File: src/rtl/sasl2_pkg.sv
// Shared types and helpers for the SAS-L2 client authentication engine.
package sasl2_pkg;

    // Engine states; the encoding is visible on the st output.
    typedef enum logic [2:0] {
        ST_IDLE  = 3'd0,
        ST_LOAD  = 3'd1,
        ST_CALC  = 3'd2,
        ST_WAIT  = 3'd3,
        ST_UPD   = 3'd4,
        ST_ABORT = 3'd5
    } state_t;

    // Width of an index/counter that must address n distinct values (never below 1 bit).
    function automatic int idx_width(input int n);
        return (n > 1) ? $clog2(n) : 1;
    endfunction

    // Index width for the default eight-word configuration.
    localparam int DEFAULT_N     = 8;
    localparam int DEFAULT_IDX_W = idx_width(DEFAULT_N);

endpackage

File: src/rtl/sasl2_word_alu.sv
// Combinational alpha/beta generator for one word of the SAS-L2 exchange.
// All arithmetic wraps modulo 2^W.
module sasl2_word_alu #(
    parameter int W = 32
) (
    input  logic [W-1:0] id_word,
    input  logic [W-1:0] key_word,
    input  logic [W-1:0] nonce_word,
    output logic [W-1:0] alpha,
    output logic [W-1:0] beta
);

    // alpha mixes with XOR first then adds the nonce; beta adds first then XORs the nonce.
    always_comb begin
        alpha = (id_word ^ key_word) + nonce_word;
        beta  = (id_word + key_word) ^ nonce_word;
    end

endmodule

File: src/rtl/sasl2_client_param.sv
// Parametrised SAS-L2 client: serial ID/key load, serial nonce processing with
// one alpha/beta pair per cycle, then a server verdict that either rolls the key
// forward to the nonce (suc) or keeps it (fail / timeout watchdog).
module sasl2_client_param
    import sasl2_pkg::*;
#(
    parameter int W       = 32,
    parameter int N       = 8,
    parameter int TIMEOUT = 64,
    localparam int IW     = idx_width(N)
) (
    input  logic          CLK,
    input  logic          RST,
    input  logic          load,
    input  logic          call,
    input  logic [W-1:0]  DI,
    input  logic          di_valid,
    input  logic          suc,
    input  logic          fail,
    output logic [W-1:0]  DOA,
    output logic [W-1:0]  DOB,
    output logic          do_valid,
    output logic [IW-1:0] do_idx,
    output logic [2:0]    st,
    output logic          err
);

    // The load counter walks 2N words (ID then key); the wait counter spans TIMEOUT cycles.
    localparam int CW = idx_width(2 * N);
    localparam int TW = idx_width(TIMEOUT);

    localparam logic [CW-1:0] LOAD_LAST = CW'(2 * N - 1);
    localparam logic [CW-1:0] N_CW      = CW'(N);
    localparam logic [IW-1:0] IDX_LAST  = IW'(N - 1);
    localparam logic [TW-1:0] TMO_LAST  = TW'(TIMEOUT - 1);

    // Client identity, current shared key, and the nonce captured during CALC.
    logic [W-1:0] id_q    [N];
    logic [W-1:0] key_q   [N];
    logic [W-1:0] nonce_q [N];

    state_t        state;
    state_t        state_nxt;
    logic [CW-1:0] load_cnt;
    logic [IW-1:0] word_idx;
    logic [TW-1:0] wait_cnt;

    logic          load_to_id;
    logic [IW-1:0] load_sel;
    logic [W-1:0]  alu_alpha;
    logic [W-1:0]  alu_beta;

    // The first N load words go to the ID array, the next N to the key array.
    always_comb begin
        load_to_id = (load_cnt < N_CW);
        load_sel   = load_to_id ? load_cnt[IW-1:0] : IW'(load_cnt - N_CW);
    end

    // A single ALU is shared across words; the word index selects its ID/key operands.
    sasl2_word_alu #(
        .W (W)
    ) u_alu (
        .id_word    (id_q[word_idx]),
        .key_word   (key_q[word_idx]),
        .nonce_word (DI),
        .alpha      (alu_alpha),
        .beta       (alu_beta)
    );

    // State register with synchronous active-low reset.
    always_ff @(posedge CLK) begin
        if (!RST) begin
            state <= ST_IDLE;
        end else begin
            state <= state_nxt;
        end
    end

    // Next-state logic: load beats call in IDLE, fail beats suc in WAIT, and a
    // verdict on the last WAIT cycle still beats the timeout.
    always_comb begin
        state_nxt = state;
        case (state)
            ST_IDLE: begin
                if (load) begin
                    state_nxt = ST_LOAD;
                end else if (call) begin
                    state_nxt = ST_CALC;
                end
            end
            ST_LOAD: begin
                if (di_valid && (load_cnt == LOAD_LAST)) begin
                    state_nxt = ST_IDLE;
                end
            end
            ST_CALC: begin
                if (di_valid && (word_idx == IDX_LAST)) begin
                    state_nxt = ST_WAIT;
                end
            end
            ST_WAIT: begin
                if (fail) begin
                    state_nxt = ST_IDLE;
                end else if (suc) begin
                    state_nxt = ST_UPD;
                end else if (wait_cnt == TMO_LAST) begin
                    state_nxt = ST_ABORT;
                end
            end
            ST_UPD:   state_nxt = ST_IDLE;
            ST_ABORT: state_nxt = ST_IDLE;
            default:  state_nxt = ST_IDLE;
        endcase
    end

    // Datapath: register arrays, counters and the registered output words.
    always_ff @(posedge CLK) begin
        if (!RST) begin
            for (int i = 0; i < N; i++) begin
                id_q[i]    <= '0;
                key_q[i]   <= '0;
                nonce_q[i] <= '0;
            end
            load_cnt <= '0;
            word_idx <= '0;
            wait_cnt <= '0;
            DOA      <= '0;
            DOB      <= '0;
            do_valid <= 1'b0;
            do_idx   <= '0;
            err      <= 1'b0;
        end else begin
            do_valid <= 1'b0;
            err      <= (state == ST_WAIT) && (state_nxt == ST_ABORT);
            wait_cnt <= (state == ST_WAIT) ? wait_cnt + TW'(1) : '0;

            case (state)
                ST_IDLE: begin
                    load_cnt <= '0;
                    word_idx <= '0;
                end
                ST_LOAD: begin
                    if (di_valid) begin
                        if (load_to_id) begin
                            id_q[load_sel] <= DI;
                        end else begin
                            key_q[load_sel] <= DI;
                        end
                        load_cnt <= (load_cnt == LOAD_LAST) ? '0 : load_cnt + CW'(1);
                    end
                end
                ST_CALC: begin
                    if (di_valid) begin
                        nonce_q[word_idx] <= DI;
                        DOA               <= alu_alpha;
                        DOB               <= alu_beta;
                        do_idx            <= word_idx;
                        do_valid          <= 1'b1;
                        word_idx          <= (word_idx == IDX_LAST) ? '0 : word_idx + IW'(1);
                    end
                end
                ST_WAIT: begin
                    if (fail) begin
                        for (int i = 0; i < N; i++) begin
                            nonce_q[i] <= '0;
                        end
                    end
                end
                ST_UPD: begin
                    for (int i = 0; i < N; i++) begin
                        key_q[i] <= nonce_q[i];
                    end
                end
                default: begin
                end
            endcase
        end
    end

    assign st = state;

endmodule

File: config.mk
export PLATFORM = sky130hd
export DESIGN_NAME = sasl2_client_param
export DESIGN_NICKNAME = d
export VERILOG_FILES = /design/src/rtl/sasl2_pkg.sv /design/src/rtl/sasl2_word_alu.sv /design/src/rtl/sasl2_client_param.sv
export SDC_FILE = /design/constraint.sdc
export NUM_CORES = 1
export LEC_CHECK = 0
export CAP_MARGIN = 20
export CORE_ASPECT_RATIO = 0.7
export CORE_MARGIN = 2
export CORE_UTILIZATION = 45
export DETAILED_ROUTE_END_ITERATION = 10
export PLACE_DENSITY = 0.66
export SETUP_SLACK_MARGIN = 0.5
export SLEW_MARGIN = 15
export SYNTH_ARGS = -nofsm -noshare
export SYNTH_HDL_FRONTEND = slang
export SYNTH_HIERARCHICAL = 1
export SYNTH_SLANG_ARGS = --single-unit
File: constraint.sdc
create_clock -name CLK -period 12.3 [get_ports CLK]
set_clock_uncertainty 0.05 [all_clocks]
set_input_delay 2.46 -clock CLK [delete_from_list [all_inputs] [get_ports CLK]]
set_output_delay 2.46 -clock CLK [all_outputs]
set_load 0.01 [all_outputs]
* Word level (Yosys, flattened, before mapping)
Memory sizes are Yosys's and may differ from the RTL's. A register that Yosys moved wholly into a read port is not among the register bits. Index checks and enable logic that the tools add are counted.
Storage, ports and cells: register bits after elaboration 85, memories 3, bits in read-only memories 0, latch bits 0, memory bits (writable) 768
Operators by class: $mul 0, $add $sub $neg 6, eq/ne operators 10, reductions and logical operators 13, bitwise operators 18, divide/modulo/power cells 0, multiplexer cells 66, $lt $le $gt $ge 1, shift operators 0
Memories:
- id_q | depth 8, bits a word 32, read ports 1, clocked after memory_dff 1, wr ports 8, RTL line sasl2_client_param.sv:38 | logic [W-1:0] id_q [N];
- key_q | depth 8, bits a word 32, read ports 1, clocked after memory_dff 1, wr ports 8, RTL line sasl2_client_param.sv:39 | logic [W-1:0] key_q [N];
- nonce_q | depth 8, bits a word 32, read ports 8, clocked after memory_dff 0, wr ports 8, RTL line sasl2_client_param.sv:40 | logic [W-1:0] nonce_q [N];
Operator list (number):
- 32-bit two-way mux | 19
- 32-bit OR reduction | 3
- 32-bit adder | 2
- 32-bit XOR | 2
- 3-bit two-way mux | 17
- 1-bit two-way mux | 25
- 1-bit bitwise OR | 16
- 3-bit case mux with 4 select lines | 1
- 3-bit equality test (second input constant) | 3
- 4-bit two-way mux | 2
- 4-bit case mux with 2 select lines | 1
- 2-bit AND reduction | 4
- 6-bit by 1-bit adder with 6-bit output (second input constant) | 1
- 3-bit by 2-bit equality test with 1-bit output (second input constant) | 2
- 6-bit equality test (second input constant) | 1
- 3-bit case mux with 2 select lines | 1
- 4-bit by 1-bit adder with 4-bit output (second input constant) | 1
- 4-bit equality test (second input constant) | 1
- 4-bit < comparator (second input constant) | 1
- 2-bit inequality test (second input constant) | 2
- 2-bit nonzero test | 2
- 3-bit by 1-bit adder with 3-bit output (second input constant) | 1
- 3-bit by 1-bit equality test with 1-bit output (second input constant) | 1
- 1-bit logical AND | 3
- other kinds (2) | 2

* Depth between registers and ports, before layout
Gate-level depths: netlist of run 1.
depth in word-level cells 8, mapped depth 18, depth with buffers taken out 16

* By module
The synthesis of run 1 kept the hierarchy.
Modules (own cells, without submodules):
- sasl2_client_param | area an instance 36139.7 um2, cells each 2762, instances 1
- sasl2_word_alu | area an instance 3794.9 um2, cells each 521, instances 1

* Worst setup path after synthesis of run 1
Ideal clock, no wire load.
path kind input port to flip-flop, start input di_valid, end memory key_q[0][0] (enable), buffers on the path 1, data required time 11.784 ns, stages on the path 5, path slack 6.253 ns, data arrival time 5.531 ns, cells stage by stage nand2_1 > nor3_1 > nand2_1 > clkbuf_1 > o21ai_0
RTL lines:
- start, declared | RTL line sasl2_client_param.sv:17 | input logic di_valid,
- end, declared | RTL line sasl2_client_param.sv:39

* Final worst setup path of run 1
start input DI[0], end register DOA[30]
On the way: word-level cells in the longest chain between the ends 1
Ends and longest elaborated chain:
- start, declared | RTL line sasl2_client_param.sv:16 | input logic [W-1:0] DI,
- 32-bit adder | RTL line sasl2_word_alu.sv:15 | alpha = (id_word ^ key_word) + nonce_word;
- via alu_alpha[30] | RTL line sasl2_client_param.sv:50 | logic [W-1:0] alu_alpha;
- end signal, assigned | RTL line sasl2_client_param.sv:155 | DOA <= alu_alpha;
- end, declared | RTL line sasl2_client_param.sv:20 | output logic [W-1:0] DOA,
The timed path passes the listed nets, and every way through them passes these cells. A chain may end at the register's enable or synchronous reset.

==> run metrics, run 1 <==
CTS sink cnt between 800 and 900; CTS tree yes; largest family of logic cells by synthesized area simple AND/OR/NAND/NOR gates; core area roughly 88000 µm²; WL per Instance around 26 µm; ys async rst share 0%; Yosys cell types between 80 and 90; Worst-Skew Late Latency ~0.65 ns; total negative slack 0 ns; total number of vias roughly 27000; Fin. Hold Viols 0; register area ~25000 µm²; DRT iter0 DRCs 3769; mux contribution to synthesized area under 10%; most common cell after layout, fill and taps aside edfxtp_1; Min-Delay Path Class reg -> reg; Synth Flop Type edfxtp_1; die area a little over 90000 µm²; post-synthesis compound-gate area fraction 8.83%; # nets final 3397; Required @ worst endpoint between 10 and 15 ns; CTS Buffer Depth 3; Final Non-Filler Cells about 4500; maxcap violations 0; first-pass GRT wire length between 150000 and 200000 µm; layout cell share with drive strength beyond 1 between 10 and 15%; Area Overhead vs Synth 12.5%; Initial Util roughly 45%; dpl ws around 6.0 ns; Fillers between 7000 and 8000; largest net degree at the start of global routing 76; DRC 0; row count 91; most frequent cells in the layout edfxtp_1, nand2_1, nor2_1; Die Y around 250 µm; Tcrit/Tclk final between 40% and 50%; DP Cell Count about 4400; status completed; post-synthesis adder-cell area fraction approximately 2.3%; worst slew pin tran approximately 1.2 ns; CP Data Arrival Time 6.18 ns; RePlAce Congestion ~0.9; DP HPWL ~75000 µm; post-synthesis register bit count between 800 and 900; number of hold buffers added after cts 0; post-synthesis xor/xnor area fraction between 1.5 and 2%; EDFF count, synth 768; antenna cell count 0; critical path peak fanout 10; vias in the first global route roughly 25000; crit path launch type input port; post-synthesis sequential area ratio between 60% and 70%; Worst Setup Path Type in -> reg; Max H-tree Level 3; number of CTS-inserted buffers 80; Worst slew margin between 10% and 20%; worst setup path start DI[0]; chip width roughly 360 µm; crit end category flip-flop; syn nets around 3400; global-route usage over all layers about a quarter; Tot Pwr 6.53 mW; Avg Cell Area, Syn around 12 µm²; top achievable clock speed approximately 180 MHz; cells after synthesis about 3300; RSZ-0062 raised after global routing false; IO buf count 110; PwrDens between 100 and 150 nW/µm²; via/cell ratio just under 6; Setup-failing EPs final 0; clk slew on worst S/H paths 0.06 ns; Lkg Pwr ~15 nW; initial antenna violation count 3; hold slack about 0.41 ns; Congestion Overflow GR 0; CTS root buffer clkbuf_16; minimum clock period 5.68 ns; DRT Pass-1 Iters 6; Slew Limit Fails 0; post-synthesis simple-gate area fraction 13.0%; setup bufs post-CTS 0; Multi-input gate area approximately 14000 µm²; # resized after CTS 0; Ys Warns 6; Synth Cell Area around 40000 µm²; worst hold start DOA[1]; VDD IR max around 0.11 mV; Top Ports 111; Final WS setup roughly 6.6 ns; Post-Route WL between 100000 and 150000 µm; post-route ant nets 0
[cell type report]
| type | count | share of cell area [%] |
|---|---|---|
| clock buffer | 112 | 5.12 |
| clock inverter | 32 | 0.786 |
| inverter | 24 | 0.201 |
| multi-input combinational | 2161 | 31.8 |
| sequential | 856 | 55.3 |
| tap | 1162 | 3.24 |
| timing repair buffer | 163 | 3.51 |
[through the flow]
| stage | utilization [%] | area (µm²) |
|---|---|---|
| after global placement | 47.9 | 42100 |
| after floorplan | - | 39900 |
| after CTS | 51.0 | 44900 |
| after global routing | 51.0 | 44900 |
| final | 51.0 | 44900 |
| after detailed placement | 48.0 | 42200 |
[state kept, by name, indices dropped and copies added (netlist names), named ones only]
signal and count:
st 3, do_valid 1, wait_cnt 6, DOB 32, DOA 32, word_idx 3
key_q 256, nonce_q 256, id_q 256, load_cnt 4, do_idx 3, err 1
[worst max-delay path, cell delays in order]
cell and delay (ns):
clkdlybuf4s50_1 1.01, ha_1 0.32, inv_1 0.07, fa_1 0.42
nor2b_1 0.14, o21ai_1 0.09, a21boi_1 0.27, o31ai_2 0.14
and4_1 0.21, o21ai_1 0.44, a31oi_1 0.17, nor3_1 0.20
nand2_1 0.07, a21boi_0 0.16
[worst paths after layout]
| kind | end | slack [ns] | cells past startpoint |
|---|---|---|---|
| setup / recovery | DOA[30] | 6.62 | 14 |
| hold / removal | DOA[1] | 0.41 | 2 |
| setup reg to reg | DOA[30] | 6.73 | 17 |
| hold reg to reg | DOA[1] | 0.41 | 2 |
[synth_stat cells (6+ instances only)]
cell type  number  area (µm²)
nand2_1       573        2150
dfxtp_1        88        1760
o21ai_1        11        55.1
nor2_1        519        1950
and2_1         39         244
nand4_1         9        56.3
o21ai_0       236        1180
edfxtp_1      768       23100
nor2b_1        12        75.1
a21o_1         28         210
clkbuf_1      175         657
o21bai_1        7        52.6
mux2_2         64         721
o21a_1         11        82.6
a22o_1         64         561
nor4_1          7        43.8
or3_1           6        37.5
mux4_2        128        2880
buf_1          15        56.3
nor3_1         20         100
a21boi_0       72         541
a21oi_1        63         315
nand2b_1       13        81.3
ha_1           70         876
a31oi_1         7        43.8
inv_1          23        86.3
buf_2          45         225
nand3_1        26         130
xor2_1         29         254
xnor2_1        58         508
and3_1         14        87.6
[kinds of logic (layout without fill, tap and decap cells)]
group,after synthesis,after routing
flip-flops,856,856
multiplexers,193,193
buffers and inverters,266,331
AO/OA/AOI/OAI,545,545
adder cells (fa/ha/maj),72,72
AND/OR/NAND/NOR,1264,1264
XOR/XNOR,87,87
[per-layer routing]
metal | vias to the layer above | wire, µm | global-route usage (%)
li1 | 11847 | - | -
met1 | 13034 | 52100 | 40.1
met2 | 1560 | 43500 | 31.4
met3 | 112 | 18000 | 10.2
met4 | 0 | 1360 | 3.83
met5 | - | 0 | 0
[power breakdown]
group	switching (mW)	leakage, nW	internal [mW]
clock network	1.10	1.31	1.46
logic	0.432	5.43	0.231
registers	0.0404	8.65	3.27
total	1.57	15.4	4.96
(Power assumes the default switching activity.)
==> inputs of run 2 (changes only) <==
--- a/config.mk
+++ b/config.mk
@@ -10,7 +10,7 @@
 export CORE_MARGIN = 2
 export CORE_UTILIZATION = 45
 export DETAILED_ROUTE_END_ITERATION = 10
-export PLACE_DENSITY = 0.66
+export PLACE_DENSITY = 0.69
 export SETUP_SLACK_MARGIN = 0.5
 export SLEW_MARGIN = 15
 export SYNTH_ARGS = -nofsm -noshare
==> constraint.sdc (replaced) <==
create_clock -name CLK -period 4.95 [get_ports CLK]
set_clock_uncertainty 0.05 [all_clocks]
set_input_delay 0.99 -clock CLK [delete_from_list [all_inputs] [get_ports CLK]]
set_output_delay 0.99 -clock CLK [all_outputs]
set_load 0.01 [all_outputs]
==> run 2 against run 1 <==
Final cell count increased by 2.2%. Global-route usage increased by 0.20 points. Total power increased to 2.5 times the previous value. Non-clock buffer count increased by 92. Count of clock-buffer cells in the layout decreased by 3. Sequential share of layout area decreased by 1.3 points. Critical path depth increased by 2. Sequential power increased by 150%. Via count increased by 1.7%. Critical path type is now reg -> reg. Largest cell class unchanged.
==> run metrics, run 2 (synthesis results as in run 1) <==
status completed (unchanged); met1 usage 36.0% (was 40.1%); M2 GR Usage 36.9% (was 31.4%); Worst Setup Path Type reg -> reg (was in -> reg); minimum clock period between 4 and 5 ns; top flop regs id_q: 256 flops, key_q: 256 flops, nonce_q: 256 flops (unchanged); largest net degree at the start of global routing 193 (was 76); global-route usage over all layers 25.2% (was 25.0%); Die Y 253 µm (unchanged); post-route ant nets 0 (unchanged); Max H-tree Level 3 (unchanged); Required @ worst endpoint 5.45 ns (was 12.81 ns); crit path launch type flip-flop (was input port); Fillers 7331 (was 7505); Congestion Overflow GR 0 (unchanged); P_sw 3.96 mW (was 1.57 mW); core area 88000 µm² (unchanged); die area 91200 µm² (unchanged); worst hold stages 2 (unchanged); chip width 360 µm (unchanged); Min-Delay Path Class reg -> reg (unchanged); layout cell share with drive strength beyond 1 15.6% (was 12.9%); # nets final 3493 (was 3397); Worst R2R Path Depth 16 (was 17); dpl ws 0.440 ns (was 6.05 ns); met3 Use GR 8.84% (was 10.2%); Top Ports 111 (unchanged); via/cell ratio 5.86 (was 5.89); switching portion of total power 24.0% (was 24.1%); DP HPWL 71200 µm (was 75500 µm); Initial Util 45.4% (unchanged); DRT Pass-1 Iters 5 (was 6); CTS tree yes (unchanged); Tcrit/Tclk final between 80% and 90%; initial antenna violation count 2 (was 3); Area Overhead vs Synth 15.2% (was 12.5%); Worst slew margin 29.2% (was 17.1%); Lkg Pwr 15.9 nW (was 15.4 nW); clock power share 39.7% (was 39.1%); most frequent cells in the layout edfxtp_1, nand2_1, nor2_1 (unchanged); top achievable clock speed around 230 MHz; Seq pwr share 49.8% (was 50.7%); worst slew pin tran 1.06 ns (was 1.23 ns); row count 91 (unchanged); Worst-Skew Late Latency 0.66 ns (was 0.65 ns); DRT iter0 DRCs 3958 (was 3769); VDD IR max 0.298 mV (was 0.108 mV); post-layout util 52.3% (was 51.0%); CP Data Arrival Time 4.82 ns (was 6.18 ns); number of hold buffers added after cts 0 (unchanged); most common cell after layout, fill and taps aside edfxtp_1 (unchanged); CTS sink cnt 856 (unchanged); P_int 12.5 mW (was 4.96 mW); RePlAce Congestion 0.901 (was 0.926); crit end category flip-flop (unchanged); total number of vias 26995 (was 26553); combinational fraction of design power 10.5% (was 10.2%); total negative slack 0 ns (unchanged); RSZ-0062 raised after global routing true (was false); busiest layer in global routing met2 (was met1); number of CTS-inserted buffers 84 (was 80); Post-Route WL 116000 µm (was 115000 µm); Final WS setup 0.632 ns (was 6.62 ns); DRC 0 (unchanged); CTS Buffer Depth 3 (unchanged); PwrDens 359 nW/µm² (was 145 nW/µm²); IO buf count 110 (unchanged); Slew Limit Fails 0 (unchanged); vias in the first global route 26189 (was 24788); Fin. Hold Viols 0 (unchanged); clk slew on worst S/H paths 0.06 ns (about the same); first-pass GRT wire length 171000 µm (was 168000 µm); CTS root buffer clkbuf_16 (unchanged); WL per Instance 25.1 µm (was 25.5 µm); Setup-failing EPs final 0 (unchanged); maxcap violations 0 (unchanged); critical path peak fanout 9 (was 10)
run 2: cell count changes in the layout (fill, tap and decap cells not counted), moves of 6 or more:
cell,change
buf_12,+16
clkinv_1,+7
clkbuf_8,-9
ha_1,-8
ha_2,+6
buf_4,+74
run 2: final cells by class:
cell class              count  area (µm²)  area share (%)
diodes                      1        2.50         0.00544
inverters                  24        90.1           0.196
clock buffers             109        2260            4.91
flip-flops and latches    856       24800            54.0
well taps                1162        1450            3.16
repair buffers            255        2450            5.32
multi-input cells        2161       14400            31.3
clock inverters            40         517            1.12
run 2: final timing paths:
| check | start | to | slack, ns |
|---|---|---|---|
| min | DOA[26] | DOA[26] | 0.41 |
| max | flip-flop | DOA[27] | 0.63 |
| min reg2reg | DOA[26] | DOA[26] | 0.41 |
| max reg2reg | flip-flop | DOA[27] | 0.63 |
run 2: power groups by stage:
stage	clock network (mW)	registers (mW)	logic, mW
final	6.55	8.22	1.73
after global routing	6.86	8.25	1.84
after CTS	6.61	8.22	1.67
after detailed placement	0	8.38	1.65
after global placement	0	8.37	1.65
after floorplan	0	8.36	1.02
run 2: per-layer routing:
metal | share of wire [%] | up-vias | routed length, µm
met5 | 0.11 | - | 132
met4 | 2.2 | 2 | 2580
met3 | 15 | 192 | 17500
met2 | 42 | 1709 | 48900
met1 | 40 | 13076 | 46700
li1 | - | 12016 | -
run 2: metrics by stage:
stage	area, µm²	cells	total power [mW]	hold WS [ns]
3_5_place_dp	43000	4451	10.0	0.404
2_1_floorplan	39900	3283	9.38	0.376
3_3_place_gp	43000	4451	10.0	0.398
5_1_grt	46000	4607	17.0	0.438
4_1_cts	45800	4603	16.5	0.417
6_report	46000	4608	16.5	0.414
run 2: what timing repair did:
action                     4_1_cts  5_1_grt
buffers inserted                 3        3
pin swaps                        0        3
resized for setup                0       29
setup endpoints to repair       12       18
cloned                           0        1
run 2: critical path: stages (launching register included):
cell and delay (ns):
dfxtp_4 0.37, buf_12 0.17, buf_16 0.17, mux4_2 0.51, mux2_2 0.35, ha_1 0.36, ha_1 0.40, a21oi_4 0.17
nand3_1 0.10, nor4_2 0.31, nor2_2 0.09, a21o_2 0.24, a21oi_1 0.28, o21ai_1 0.15, xnor2_1 0.20, nand2_1 0.08
a21boi_0 0.19
